<file path="src/rtl/batch_reverse_buffer_pkg.sv">
// Shared helpers for the batch reverse buffer slice.
package batch_reverse_buffer_pkg;

  // Width of an in-batch index for a batch of `depth` samples.
  function automatic int idx_w(input int depth);
    return (depth > 1) ? $clog2(depth) : 1;
  endfunction

endpackage

</file>
<file path="src/rtl/batch_reverse_buffer_if.sv">
// Sample-in / reversed-sample-out bundle of the batch reverse buffer.
interface batch_reverse_buffer_if
  import batch_reverse_buffer_pkg::*;
#(
  parameter int N      = 3,
  parameter int stages = 32
);
  localparam int IW = idx_w(stages);

  logic [N-1:0]  in;
  logic          in_valid;
  logic [N-1:0]  out;
  logic          out_valid;
  logic          out_first;
  logic          out_last;
  logic [IW-1:0] batch_idx;

  // Producer side: drives samples, observes the replay.
  modport master (
    output in, in_valid,
    input  out, out_valid, out_first, out_last, batch_idx
  );

  // Buffer side.
  modport slave (
    input  in, in_valid,
    output out, out_valid, out_first, out_last, batch_idx
  );
endinterface

</file>
<file path="src/rtl/batch_reverse_buffer_batch_ram.sv">
// Two-bank, one-write/one-read synchronous RAM. The registered read port is
// the block's output register, so it carries the asynchronous clear.
module batch_ram
  import batch_reverse_buffer_pkg::*;
#(
  parameter int N      = 3,
  parameter int stages = 32
) (
  input  logic                      clk,
  input  logic                      rst,
  input  logic                      we,
  input  logic                      wbank,
  input  logic [idx_w(stages)-1:0]  widx,
  input  logic [N-1:0]              wdata,
  input  logic                      re,
  input  logic                      rbank,
  input  logic [idx_w(stages)-1:0]  ridx,
  output logic [N-1:0]              rdata
);
  localparam int IW = idx_w(stages);

  logic [N-1:0] mem [0:2*stages-1];

  // Write port: contents are never reset.
  always_ff @(posedge clk) begin
    if (we) mem[{wbank, widx}] <= wdata;
  end

  // Registered read port, cleared by reset, holds when not reading.
  always_ff @(posedge clk or posedge rst) begin
    if (rst)     rdata <= '0;
    else if (re) rdata <= mem[{rbank, ridx}];
  end
endmodule

</file>
<file path="src/rtl/batch_reverse_buffer.sv">
// Collects control-bit samples into batches of `stages` using ping-pong
// banks and replays each completed batch in reverse order, one per clock.
module batch_reverse_buffer
  import batch_reverse_buffer_pkg::*;
#(
  parameter int N      = 3,
  parameter int stages = 32
) (
  input  logic                 clk,
  input  logic                 rst,
  batch_reverse_buffer_if.slave bus
);
  localparam int IW = idx_w(stages);
  localparam logic [IW-1:0] LAST_IDX = IW'(stages - 1);

  typedef enum logic {R_IDLE, R_PLAY} rstate_t;

  logic [IW-1:0] wr_idx;
  logic          wb;
  logic          swap;

  rstate_t       state;
  logic [IW-1:0] rd_idx;
  logic          rb;

  // A write into the final slot completes the batch and flips the banks.
  assign swap = bus.in_valid && (wr_idx == LAST_IDX);

  // Write side: fill the current bank, toggle bank when a batch completes.
  always_ff @(posedge clk or posedge rst) begin
    if (rst) begin
      wr_idx <= '0;
      wb     <= 1'b0;
    end else if (bus.in_valid) begin
      wr_idx <= wr_idx + 1'b1;
      if (swap) wb <= ~wb;
    end
  end

  // Read FSM: walk the handed-over bank from the top index down to zero;
  // a swap landing on the final read reloads without a bubble.
  always_ff @(posedge clk or posedge rst) begin
    if (rst) begin
      state         <= R_IDLE;
      rd_idx        <= '0;
      rb            <= 1'b0;
      bus.out_valid <= 1'b0;
      bus.out_first <= 1'b0;
      bus.out_last  <= 1'b0;
      bus.batch_idx <= '0;
    end else begin
      case (state)
        R_IDLE: begin
          bus.out_valid <= 1'b0;
          bus.out_first <= 1'b0;
          bus.out_last  <= 1'b0;
          if (swap) begin
            state  <= R_PLAY;
            rd_idx <= LAST_IDX;
            rb     <= wb;
          end
        end
        R_PLAY: begin
          bus.out_valid <= 1'b1;
          bus.out_first <= (rd_idx == LAST_IDX);
          bus.out_last  <= (rd_idx == '0);
          bus.batch_idx <= rd_idx;
          rd_idx        <= rd_idx - 1'b1;
          if (rd_idx == '0) begin
            if (swap) begin
              rd_idx <= LAST_IDX;
              rb     <= wb;
            end else begin
              state <= R_IDLE;
            end
          end
        end
        default: state <= R_IDLE;
      endcase
    end
  end

  batch_ram #(.N(N), .stages(stages)) u_ram (
    .clk   (clk),
    .rst   (rst),
    .we    (bus.in_valid),
    .wbank (wb),
    .widx  (wr_idx),
    .wdata (bus.in),
    .re    (state == R_PLAY),
    .rbank (rb),
    .ridx  (rd_idx),
    .rdata (bus.out)
  );
endmodule
</file>
<file path="src/flat_wrapper.sv">
// flat-port wrapper written by rule: the top's interface ports become plain ports
module batch_reverse_buffer_flat import batch_reverse_buffer_pkg::*;
#(
  parameter int N      = 3,
  parameter int stages = 32
)
  (clk, rst, bus_in, bus_in_valid, bus_out, bus_out_valid, bus_out_first, bus_out_last, bus_batch_idx);
  batch_reverse_buffer_if #(.N(N), .stages(stages)) bus_i ();
  input  logic clk;
  input  logic rst;
  input wire logic [$bits(bus_i.in)-1:0] bus_in;
  input wire logic [$bits(bus_i.in_valid)-1:0] bus_in_valid;
  output wire logic [$bits(bus_i.out)-1:0] bus_out;
  output wire logic [$bits(bus_i.out_valid)-1:0] bus_out_valid;
  output wire logic [$bits(bus_i.out_first)-1:0] bus_out_first;
  output wire logic [$bits(bus_i.out_last)-1:0] bus_out_last;
  output wire logic [$bits(bus_i.batch_idx)-1:0] bus_batch_idx;
  assign bus_i.in = bus_in;
  assign bus_i.in_valid = bus_in_valid;
  assign bus_out = bus_i.out;
  assign bus_out_valid = bus_i.out_valid;
  assign bus_out_first = bus_i.out_first;
  assign bus_out_last = bus_i.out_last;
  assign bus_batch_idx = bus_i.batch_idx;
  batch_reverse_buffer #(.N(N), .stages(stages)) u_core (.clk(clk), .rst(rst), .bus(bus_i));
endmodule
</file>
<file path="config.mk">
export PLATFORM = sky130hd
export DESIGN_NAME = batch_reverse_buffer_flat
export DESIGN_NICKNAME = d
export VERILOG_FILES = /design/src/rtl/batch_reverse_buffer_pkg.sv /design/src/rtl/batch_reverse_buffer_if.sv /design/src/rtl/batch_reverse_buffer_batch_ram.sv /design/src/rtl/batch_reverse_buffer.sv /design/src/flat_wrapper.sv
export SDC_FILE = /design/constraint.sdc
export NUM_CORES = 1
export LEC_CHECK = 0
export ABC_CLOCK_PERIOD_IN_PS = 2040
export CAP_MARGIN = 25
export CORE_ASPECT_RATIO = 0.75
export CORE_MARGIN = 4
export CORE_UTILIZATION = 58
export CTS_BUF_LIST = sky130_fd_sc_hd__clkbuf_4 sky130_fd_sc_hd__clkbuf_8
export CTS_CLUSTER_SIZE = 10
export DETAILED_ROUTE_END_ITERATION = 10
export MAX_ROUTING_LAYER = met4
export PLACE_DENSITY = 0.78
export SYNTH_ARGS = -nofsm -noshare
export SYNTH_HDL_FRONTEND = slang
export SYNTH_SLANG_ARGS = --single-unit
</file>
<file path="constraint.sdc">
create_clock -name clk -period 2.04 [get_ports clk]
set_clock_uncertainty 0.1 [all_clocks]
set_input_delay 0.204 -clock clk [delete_from_list [all_inputs] [get_ports clk]]
set_output_delay 0.204 -clock clk [all_outputs]
set_load 0.05 [all_outputs]
</file>
==> results of run 1 <==
[cell type report]
cell class              instances  area share
clock buffers                  49      0.0563
flip-flops and latches        216       0.599
well taps                     200      0.0235
clock inverters                12     0.00435
multi-input cells             259       0.229
inverters                       6     0.00282
repair buffers                 97      0.0847
[cell usage after synthesis (all sizes together) (5+ instances only)]
cell type  instances  area (µm²)
edfxtp           192        5770
nor2              71         267
mux4              38         863
mux2i             29         290
dfrtp             24         601
nand2             16        60.1
buf               15         111
clkbuf            15        56.3
mux2              11         124
a21oi             10        50.1
nand3             10        50.1
nor2b              9        56.3
a2111oi            8        70.1
nor3               6        30.0
o21ai              6        30.0
o22ai              6        37.5
inv                5        18.8
[cells in the final DEF, fill, tap and decap left out, types with 3 or more instances in the layout]
master / netlist / final
clkinv_1: 1 / 12
o21ai_1: 1 / 4
buf_12: 1 / 6
nor2_1: 71 / 69
mux2i_1: 29 / 26
a21oi_2: 0 / 5
o22ai_1: 6 / 6
clkbuf_8: 0 / 37
buf_4: 2 / 66
inv_1: 5 / 3
nand3b_1: 3 / 3
nand2_1: 16 / 13
mux2_2: 11 / 10
nand3_1: 10 / 9
nor2b_1: 9 / 9
ha_1: 4 / 3
dfrtp_1: 24 / 21
a21oi_1: 10 / 5
nand2_2: 0 / 3
a2111oi_4: 0 / 4
nor3_1: 6 / 6
clkbuf_4: 0 / 12
edfxtp_1: 192 / 192
buf_6: 3 / 5
xnor2_1: 4 / 4
clkdlybuf4s50_1: 0 / 11
mux4_2: 36 / 38
mux2i_2: 0 / 3
buf_2: 7 / 3
dfrtp_2: 0 / 3
[worst max-delay path, delay by kind of cell (launching register included)]
| kind | cells | cell delay, ns |
|---|---|---|
| flip-flops | 1 | 0.46 |
| AND/OR/NAND/NOR | 1 | 0.06 |
| multiplexers | 1 | 0.37 |
| AO/OA/AOI/OAI | 3 | 0.71 |
| buffers and inverters | 2 | 0.33 |
[routing by layer]
layer / vias to the layer above / share of wire
li1: 2225 / -
met1: 2563 / 0.42
met2: 292 / 0.45
met3: 53 / 0.099
met4: 0 / 0.029
met5: - / 0
[cells by family (layout without fill, tap and decap cells)]
group	after synthesis	in the layout	share of synthesized area
flops	216	216	0.723
buf+inv	36	164	0.0216
mux	78	78	0.145
simple gates	126	126	0.0638
xor+xnor	5	5	0.00497
compound gates	46	46	0.0364
fa+ha+maj	4	4	0.00568
[flip-flops by register name, summed over array words and instances, names as in the netlist]
register and flops:
u_core.wb 1, u_core.bus.out_valid 1, u_core.rd_idx 5, u_core.u_ram.rdata 3
u_core.state 1, u_core.rb 1, u_core.wr_idx 5, u_core.bus.out_last 1
u_core.bus.batch_idx 5, u_core.bus.out_first 1, u_core.u_ram.mem 192
[power breakdown]
group | switching, mW | internal [mW] | leakage, nW
Sequential | 0.321 | 5.13 | 2.00
Clock | 1.57 | 1.88 | 0.342
Combinational | 2.44 | 2.27 | 1.34
Total | 4.33 | 9.29 | 3.69
[metrics by stage]
stage / total power, mW / hold slack [ns] / setup WS (ns) / std cells
after detailed placement: 9.44 / 0.402 / -0.257 / 767
after global placement: 9.35 / 0.391 / -0.189 / 767
after floorplan: 8.02 / 0.119 / 0.00184 / 511
final: 13.6 / 0.128 / -0.0744 / 839
after CTS: 13.3 / 0.125 / 0.000160 / 837
after global routing: 14.2 / 0.148 / -0.0854 / 839
[worst max path at each step]
stage / startpoint / end / slack, ns / cells after the start
floorplan: u_core.rd_idx[1] / u_core.u_ram.rdata[2] / 0.002 / 7
global placement: u_core.rd_idx[0] / u_core.u_ram.rdata[2] / -0.19 / 6
detailed placement: u_core.rd_idx[0] / u_core.u_ram.rdata[2] / -0.26 / 6
CTS: u_core.rd_idx[1] / u_core.u_ram.rdata[0] / 0.0002 / 8
global route: u_core.rd_idx[1] / u_core.u_ram.rdata[0] / -0.09 / 7
finish: u_core.rd_idx[1] / u_core.u_ram.rdata[0] / -0.07 / 7
[what timing repair did]
| item | in CTS | in global routing |
|---|---|---|
| hold buffers | 1 | 0 |
| pin swaps | 6 | 11 |
| endpoints found under the setup margin | 9 | 9 |
| buffers inserted | 9 | 1 |
| endpoints found under the hold margin | 24 | 0 |
| cloned | 1 | 1 |
| resized for setup | 34 | 28 |
==> results.cfg, run 1 <==
[outcome]
status = finished with violations
violations = setup timing

[placed_design]
globalplace.congestion = 0.901
detailed_place.area_mm2 = 0.00960
dp_hpwl_mm = 12.6
io_buffers = 16

[power]
ir_drop_mv = 0.605
power.leakage_nw = 3.69
power_density_mw_per_mm2 = 1280

[clock_tree]
htreeDepth = 2
clock_latency_ns = 0.50
clkTransAtPathRegs_ns = 0.07
cts_root_buf = clkbuf_8
cts_inserted_buffers = 34
clockBufferDepth = 3
cts_tree = yes
cts_sinks = 216

[synthesis]
synth_warnings = 0
avgSynthCellArea_um2 = 17.2
synth_cells = 511
synthFlopType = edfxtp_1
ys_async_sr_fraction = 0.111
yosysUniqueCellTypes = 45
yosysSeqAreaShare = 0.723
syn_area_mm2 = 0.00881
synth-seq-cells = 216
synth_edf_count = 192
syn_nets = 521

[layout]
regArea_mm2 = 0.00637
area_growth_pct = 20.7
design_area_mm2 = 0.0106
fin_nets = 624
drive_gt1_frac = 0.341
final_util = 0.724
nFillCells = 858
multi_input_area_mm2 = 0.00244
n_antenna_cell = 0

[timing]
setup_ws_ns = -0.0744
max_freq_ghz = 0.473
slew_viol_final = 0
fin_setup_tns_ns = -0.0896
max-slew-margin-rel = 0.586
rsz0062_at_grt = true
fin_crit_sh = 1.04
worstMarginPinSlew_ns = 0.621
final-setup-viol-count = 3
min_period_ns = 2.11
hold_violations = 0

[detailed_routing]
drt_iter0_markers = 586
wl_mm = 19.7
via_count = 5133
vias_per_cell = 6.12
postRouteAntennaNets = 0
drc = 0
dr.pass1.iters = 5
wl_per_cell_um = 23.5

[floorplanning]
core.rowCount = 38
start_util = 0.600
die_area_mm2 = 0.0172
dieWidth_um = 150
fp.coreArea_mm2 = 0.0147
die_h_um = 115
io_pins = 17

[grt]
grt.busiest_layer = met1
grt_pass1_wl_mm = 30.4
grt_pass1_vias = 5226
grt_overflow = 0
grtUsageMet1 = 0.352
track_usage = 0.245
met2_usage = 0.346
antenna_found_initial = 0
gr-usage-met3 = 0.0666
grt_max_degree = 65

[critical_path]
cp.required_ns = 2.35
critPathMaxFanout = 8
cp-end-kind = flip-flop
crit_chain = clkbuf_16 > buf_6 > mux4_2 > nor2_1 > a31o_2 > o31a_1 > o31ai_1
max_stage_delay_ns = 0.46
r2r_setup_slack_ns = -0.07
crit_path_top_delay_cell = dfrtp_2
worstPathArrival_ns = 2.43
crit_type = flip-flop to flip-flop
rr_worst_depth = 7
cp-start-kind = flip-flop
rr_endpoint = u_core.u_ram.rdata[0]
reg2reg_from = u_core.rd_idx[1]

[min_path]
worst_hold_path.endpoint = u_core.u_ram.mem[29][0]
hp-class = input port to flip-flop
hold_depth = 1
worstHoldStart = bus_in[0]

[run]
drv_cap = 0
(Power assumes the default switching activity.)
==> run 2, diff against run 1 <==
--- a/config.mk
+++ b/config.mk
@@ -5,7 +5,7 @@
 export SDC_FILE = /design/constraint.sdc
 export NUM_CORES = 1
 export LEC_CHECK = 0
-export ABC_CLOCK_PERIOD_IN_PS = 2040
+export ABC_CLOCK_PERIOD_IN_PS = 1900
 export CAP_MARGIN = 25
 export CORE_ASPECT_RATIO = 0.75
 export CORE_MARGIN = 4
==> constraint.sdc (replaced) <==
create_clock -name clk -period 1.9 [get_ports clk]
set_clock_uncertainty 0.1 [all_clocks]
set_input_delay 0.19 -clock clk [delete_from_list [all_inputs] [get_ports clk]]
set_output_delay 0.19 -clock clk [all_outputs]
set_load 0.01 [all_outputs]
==> run 2 against run 1 <==
The flow still finishes with violations (setup timing). Count of clock-buffer cells in the layout down 3. Worst hold slack worse by 0.056 ns. Sequential power up 7.2%. Critical path depth down 1. Die area unchanged. Largest cell class unchanged. Highest routed layer unchanged.
==> results.cfg, run 2 (synthesis gave the netlist of run 1 again) <==
[timing]
setup_ws_ns = -0.199
min_period_ns = 2.10
final-setup-viol-count = 8
rsz0062_at_grt = true
fin_crit_sh = 1.10
whs_ns = 0.0716
hold_violations = 0
max-slew-margin-rel = 0.549
worstMarginPinSlew_ns = 0.676
slew_viol_final = 0
max_freq_ghz = 0.476

[clock_tree]
clock_latency_ns = 0.51
clockBufferDepth = 3
cts_tree = yes
cts_root_buf = clkbuf_8
htreeDepth = 2
cts_inserted_buffers = 35
cts_sinks = 216
clkTransAtPathRegs_ns = 0.07

[critical_path]
critPathMaxFanout = 4
r2r_setup_slack_ns = -0.20
cp-start-kind = flip-flop
cp-end-kind = flip-flop
rr_endpoint = u_core.u_ram.rdata[1]
crit_path_end = u_core.u_ram.rdata[1]
worstPathArrival_ns = 2.39
setup.worst_path.start = u_core.rd_idx[1]
cp.required_ns = 2.19
reg2reg_from = u_core.rd_idx[1]
crit_type = flip-flop to flip-flop
rr_worst_depth = 6

[layout]
fin_cells = 848
final_cell_mix = 192 x edfxtp_1, 72 x buf_4, 57 x nor2_1
area_growth_pct = 22.4
fin_nets = 635
largest_reg_flops = 192
drive_gt1_frac = 0.380
layout_commonest_cell = edfxtp_1
nFillCells = 840
top_register = u_core.u_ram.mem
n_antenna_cell = 0

[power]
p_comb_frac = 0.335
power_density_mw_per_mm2 = 1370
ir_drop_mv = 0.768
power.leakage_nw = 3.75
pwr-share-seq = 0.395
p_int_mw = 10.2
clock_power_share = 0.270
p_sw_mw = 4.53
p_sw_frac = 0.307

[detailed_routing]
wl_per_cell_um = 23.6
wl_met1_mm = 8.02
wl_met2_mm = 9.53
drt_iter0_markers = 572
met3WireLength_mm = 1.96
postRouteAntennaNets = 0
drc = 0
vias_per_cell = 6.19
via_count = 5246
wl_mm = 20.0
highest_layer = met4
dr.pass1.iters = 5

[placed_design]
globalplace.congestion = 0.997
place_ws_ns = -0.278
io_buffers = 16
dp_hpwl_mm = 12.8
placedCellCount = 773

[floorplanning]
io_pins = 17
start_util = 0.600
dieWidth_um = 150
fp.coreArea_mm2 = 0.0147
die_area_mm2 = 0.0172
die_h_um = 115
core.rowCount = 38

[min_path]
hp-class = input port to flip-flop
hold_depth = 1

[outcome]
violations = setup timing
status = finished with violations

[run]
drv_cap = 0

[grt]
track_usage = 0.251
grt_overflow = 0
grt_max_degree = 65
antenna_found_initial = 0
grt_pass1_vias = 5413
grt_pass1_wl_mm = 31.2
run 2: power groups by stage:
stage          logic (mW)  registers (mW)  clock network [mW]
2_1_floorplan        2.70            5.77                   0
3_3_place_gp         4.01            5.89                   0
3_5_place_dp         4.10            5.90                   0
4_1_cts              4.66            5.79                4.03
5_1_grt              5.23            5.86                4.30
6_report             4.94            5.84                3.99
run 2: layout make-up:
type,instances,area (µm²),share of cell area
sequential,216,6370,0.591
multi-input combinational,259,2450,0.227
timing repair buffer,107,981,0.0909
clock buffer,46,577,0.0535
tap,200,250,0.0232
clock inverter,14,128,0.0118
inverter,6,28.8,0.00267
run 2: how the worst min path moves through the flow:
stage / from / end / slack [ns]
CTS: bus_in[1] / u_core.u_ram.mem[60][1] / 0.05
floorplan: rst / u_core.bus.batch_idx[0] / 0.10
finish: bus_in[1] / u_core.u_ram.mem[60][1] / 0.07
global placement: u_core.bus.batch_idx[3] / u_core.bus.batch_idx[3] / 0.39
global route: bus_in[1] / u_core.u_ram.mem[60][1] / 0.07
detailed placement: u_core.bus.batch_idx[4] / u_core.bus.batch_idx[4] / 0.40
run 2: stage by stage:
stage               utilization  setup TNS [ns]  area (µm²)  power, mW
floorplan                     -          -0.138        8850       8.47
global placement          0.661           -5.13        9700       9.90
detailed placement        0.661          -12.85        9700       10.0
CTS                       0.725          -0.492       10700       14.5
global route              0.734           -1.60       10800       15.4
finish                    0.734           -1.06       10800       14.8
run 2: repair_timing:
| action | in CTS | in global routing |
|---|---|---|
| cloned | 1 | 0 |
| pin swaps | 7 | 9 |
| endpoints found under the setup margin | 7 | 65 |
| endpoints found under the hold margin | 24 | 0 |
| gates resized for setup | 32 | 41 |
| buffers inserted | 11 | 3 |
| hold buffers | 1 | 0 |
run 2: critical path: stages, from the launching register on:
cell and delay [ns]:
dfrtp_2 0.42, buf_6 0.15, mux4_2 0.49, mux2_2 0.28, a21oi_2 0.15, o21ai_2 0.11, a32o_2 0.28
run 2: per-layer routing:
layer / global-route usage / up-vias
li1: - / 2239
met1: 0.339 / 2652
met2: 0.375 / 315
met3: 0.0745 / 40
met4: 0.0792 / 0
met5: - / -
==> run 3, diff against run 2 <==
--- a/config.mk
+++ b/config.mk
@@ -7,14 +7,17 @@
 export LEC_CHECK = 0
 export ABC_CLOCK_PERIOD_IN_PS = 1900
 export CAP_MARGIN = 25
+export CELL_PAD_IN_SITES_DETAIL_PLACEMENT = 1
+export CELL_PAD_IN_SITES_GLOBAL_PLACEMENT = 2
 export CORE_ASPECT_RATIO = 0.75
 export CORE_MARGIN = 4
-export CORE_UTILIZATION = 58
+export CORE_UTILIZATION = 44
 export CTS_BUF_LIST = sky130_fd_sc_hd__clkbuf_4 sky130_fd_sc_hd__clkbuf_8
 export CTS_CLUSTER_SIZE = 10
 export DETAILED_ROUTE_END_ITERATION = 10
 export MAX_ROUTING_LAYER = met4
-export PLACE_DENSITY = 0.78
+export PLACE_DENSITY_LB_ADDON = 0.1
 export SYNTH_ARGS = -nofsm -noshare
 export SYNTH_HDL_FRONTEND = slang
+export SYNTH_HIERARCHICAL = 1
 export SYNTH_SLANG_ARGS = --single-unit
==> run 3 against run 2 <==
The flow still finishes with violations (setup timing). Via count rose by 0.51%. Global-route usage decreased by 5.2 points. Routed wire length is 14% higher. First-iteration DRC count decreased by 23%. Worst hold slack worse by 0.015 ns. Synthesized area rose by 1.6%. Combinational power is 4.3% higher. Largest cell class unchanged. Largest power group unchanged.
==> results.cfg, run 3 <==
[outcome]
status = finished with violations
violations = setup timing

[clock_tree]
htreeDepth = 2
cts_root_buf = clkbuf_8
cts_tree = yes
clockBufferDepth = 3
cts_sinks = 216
cts_inserted_buffers = 36
clock_latency_ns = 0.52
clkTransAtPathRegs_ns = 0.06

[min_path]
hp-class = input port to flip-flop

[placed_design]
placedCellCount = 850
globalplace.congestion = 0.814
io_buffers = 16
dp_hpwl_mm = 14.7

[synthesis]
synth.most_common_cell = edfxtp_1
synth_warnings = 6
synthTopCellsByArea = edfxtp_1 64%, dfrtp_1 6.7%, mux4_2 5.5%
yosysUniqueCellTypes = 51
ys_async_sr_fraction = 0.111
avgSynthCellArea_um2 = 16.8
yosys.area.top_type = edfxtp_1
syn_area_mm2 = 0.00895
synth_cells = 533
yosysSeqAreaShare = 0.711
synth-seq-cells = 216
synth_common_cells = 192 x edfxtp_1, 71 x nor2_1, 24 x dfrtp_1, 23 x mux2_1, 22 x mux4_2
synthFlopType = edfxtp_1
syn_nets = 543
synth_top_area_frac = 0.644
synth_edf_count = 192

[timing]
setup_ws_ns = -0.212
slew_viol_final = 0
hold_violations = 0
worstMarginPinSlew_ns = 0.490
rsz0062_at_grt = true
min_period_ns = 2.11
max_freq_ghz = 0.474
fin_setup_tns_ns = -1.13
final-setup-viol-count = 9
max-slew-margin-rel = 0.671
fin_crit_sh = 1.11

[critical_path]
critPathMaxFanout = 7
cp-end-kind = flip-flop
crit_path_top_delay_cell = mux4_2
critPathBufInv = 2
worstPathArrival_ns = 2.40
cpLargestDelayFamily = multiplexers
max_stage_delay_ns = 0.52
cp-start-kind = flip-flop
crit_chain = buf_6 > clkbuf_16 > mux4_2 > mux2i_2 > a22oi_2 > nand4_1 > o221ai_1
crit_type = flip-flop to flip-flop
cp.required_ns = 2.19

[grt]
track_usage = 0.199
grt_pass1_vias = 5489
grt_overflow = 0
grt_pass1_wl_mm = 33.8
antenna_found_initial = 0
grt_max_degree = 65

[layout]
top_register = u_core/u_ram/mem
largest_reg_flops = 192
final_cell_mix = 192 x edfxtp_1, 69 x buf_4, 60 x nor2_1
area_growth_pct = 23.9
drive_gt1_frac = 0.378
n_antenna_cell = 0
layout_commonest_cell = edfxtp_1
fin_cells = 932
fin_nets = 664

[detailed_routing]
vias_per_cell = 5.66
drt_iter0_markers = 443
wl_per_cell_um = 24.6
dr.pass1.iters = 5
postRouteAntennaNets = 0
via_count = 5273
wl_mm = 22.9
drc = 0

[floorplanning]
dieWidth_um = 173
start_util = 0.456
io_pins = 17
core.rowCount = 44
die_area_mm2 = 0.0227
fp.coreArea_mm2 = 0.0197
die_h_um = 132

[run]
drv_cap = 0

[power]
p_total_mw = 14.9
power.leakage_nw = 3.84
power_density_mw_per_mm2 = 1340
ir_drop_mv = 0.583
-- run 3: cell count changes after synthesis, sizes merged, moves of 4 or more --
cell,delta
mux2,+27
mux2i,-17
mux4,-9
a2111oi,-8
a211oi,+8
a21oi,-6
a22oi,+6
o221ai,+6
inv,+5
nand2b,+5
nand4,+5
clkbuf,-4
nand3,-4
-- run 3: power breakdown --
| part | switching, mW | internal (mW) | leakage [nW] |
|---|---|---|---|
| combinational | 2.58 | 2.57 | 1.47 |
| clock | 1.81 | 2.07 | 0.359 |
| sequential | 0.347 | 5.55 | 2.00 |
| total | 4.73 | 10.2 | 3.84 |
-- run 3: worst register-to-register path, stage by stage (launching register included) --
cell and delay [ns]:
dfrtp_4 0.49, buf_6 0.16, clkbuf_16 0.16, mux4_2 0.53
mux2i_2 0.21, a22oi_2 0.10, nand4_1 0.12, o221ai_1 0.12
-- run 3: kinds of logic (layout without fill, tap and decap cells) --
logic type / Yosys count / after routing / share of synthesized area
xor gates and xnor gates: 6 / 6 / 0.00587
buffers and inverters: 38 / 184 / 0.0263
and+or+nand+nor: 144 / 144 / 0.0780
DFF: 216 / 216 / 0.711
AOI/OAI and AO/OA: 46 / 46 / 0.0348
muxes: 79 / 79 / 0.138
adders and majority gates: 4 / 4 / 0.00559
-- run 3: per-stage QoR --
step / cell area (µm²) / hold slack [ns] / util / worst slack [ns]
floorplan: 8950 / -0.156 / - / 0.0107
global placement: 9900 / 0.390 / 0.504 / -0.269
detailed placement: 9900 / 0.390 / 0.504 / -0.318
CTS: 10600 / 0.0372 / 0.542 / -0.162
global route: 11100 / 0.0503 / 0.564 / -0.245
finish: 11100 / 0.0561 / 0.564 / -0.212
-- run 3: layer usage --
layer	vias to the layer above	part of all wire	routed length, µm	GRT usage
met5	-	0	0	-
met4	0	0.015	350	0.0412
met3	38	0.043	987	0.0373
met2	124	0.45	10400	0.289
met1	2790	0.49	11100	0.297
li1	2321	-	-	-
-- run 3: path summary, 6_finish.rpt --
| path | end | slack, ns | startpoint | depth (start not counted) |
|---|---|---|---|---|
| min in group asynchronous | u_core/u_ram/rdata[2] | 0.43 | rst | 3 |
| max | u_core/u_ram/rdata[2] | -0.21 | u_core/rd_idx[2] | 7 |
| max reg2reg | u_core/u_ram/rdata[2] | -0.21 | u_core/rd_idx[2] | 7 |
| min | u_core/u_ram/mem[57][2] | 0.06 | bus_in[2] | 1 |
| max in group asynchronous | u_core/rd_idx[0] | 0.69 | rst | 4 |
| min reg2reg | u_core/bus.batch_idx[2] | 0.41 | u_core/bus.batch_idx[2] | 1 |
-- run 3: what timing repair did --
| action | in CTS | in global routing |
|---|---|---|
| endpoints found under the hold margin | 12 | 0 |
| buffers inserted | 4 | 10 |
| cloned | 0 | 5 |
| pin swaps | 2 | 15 |
| gates resized for setup | 14 | 68 |
| hold buffers | 1 | 0 |
| endpoints found under the setup margin | 9 | 44 |
-- run 3: cell type report --
type | count | area (µm²)
fill | 1827 | 8560
sequential | 216 | 6370
multi-input combinational | 279 | 2610
timing repair buffer | 110 | 1090
clock buffer | 50 | 607
tap | 253 | 317
clock inverter | 13 | 60.1
inverter | 11 | 41.3
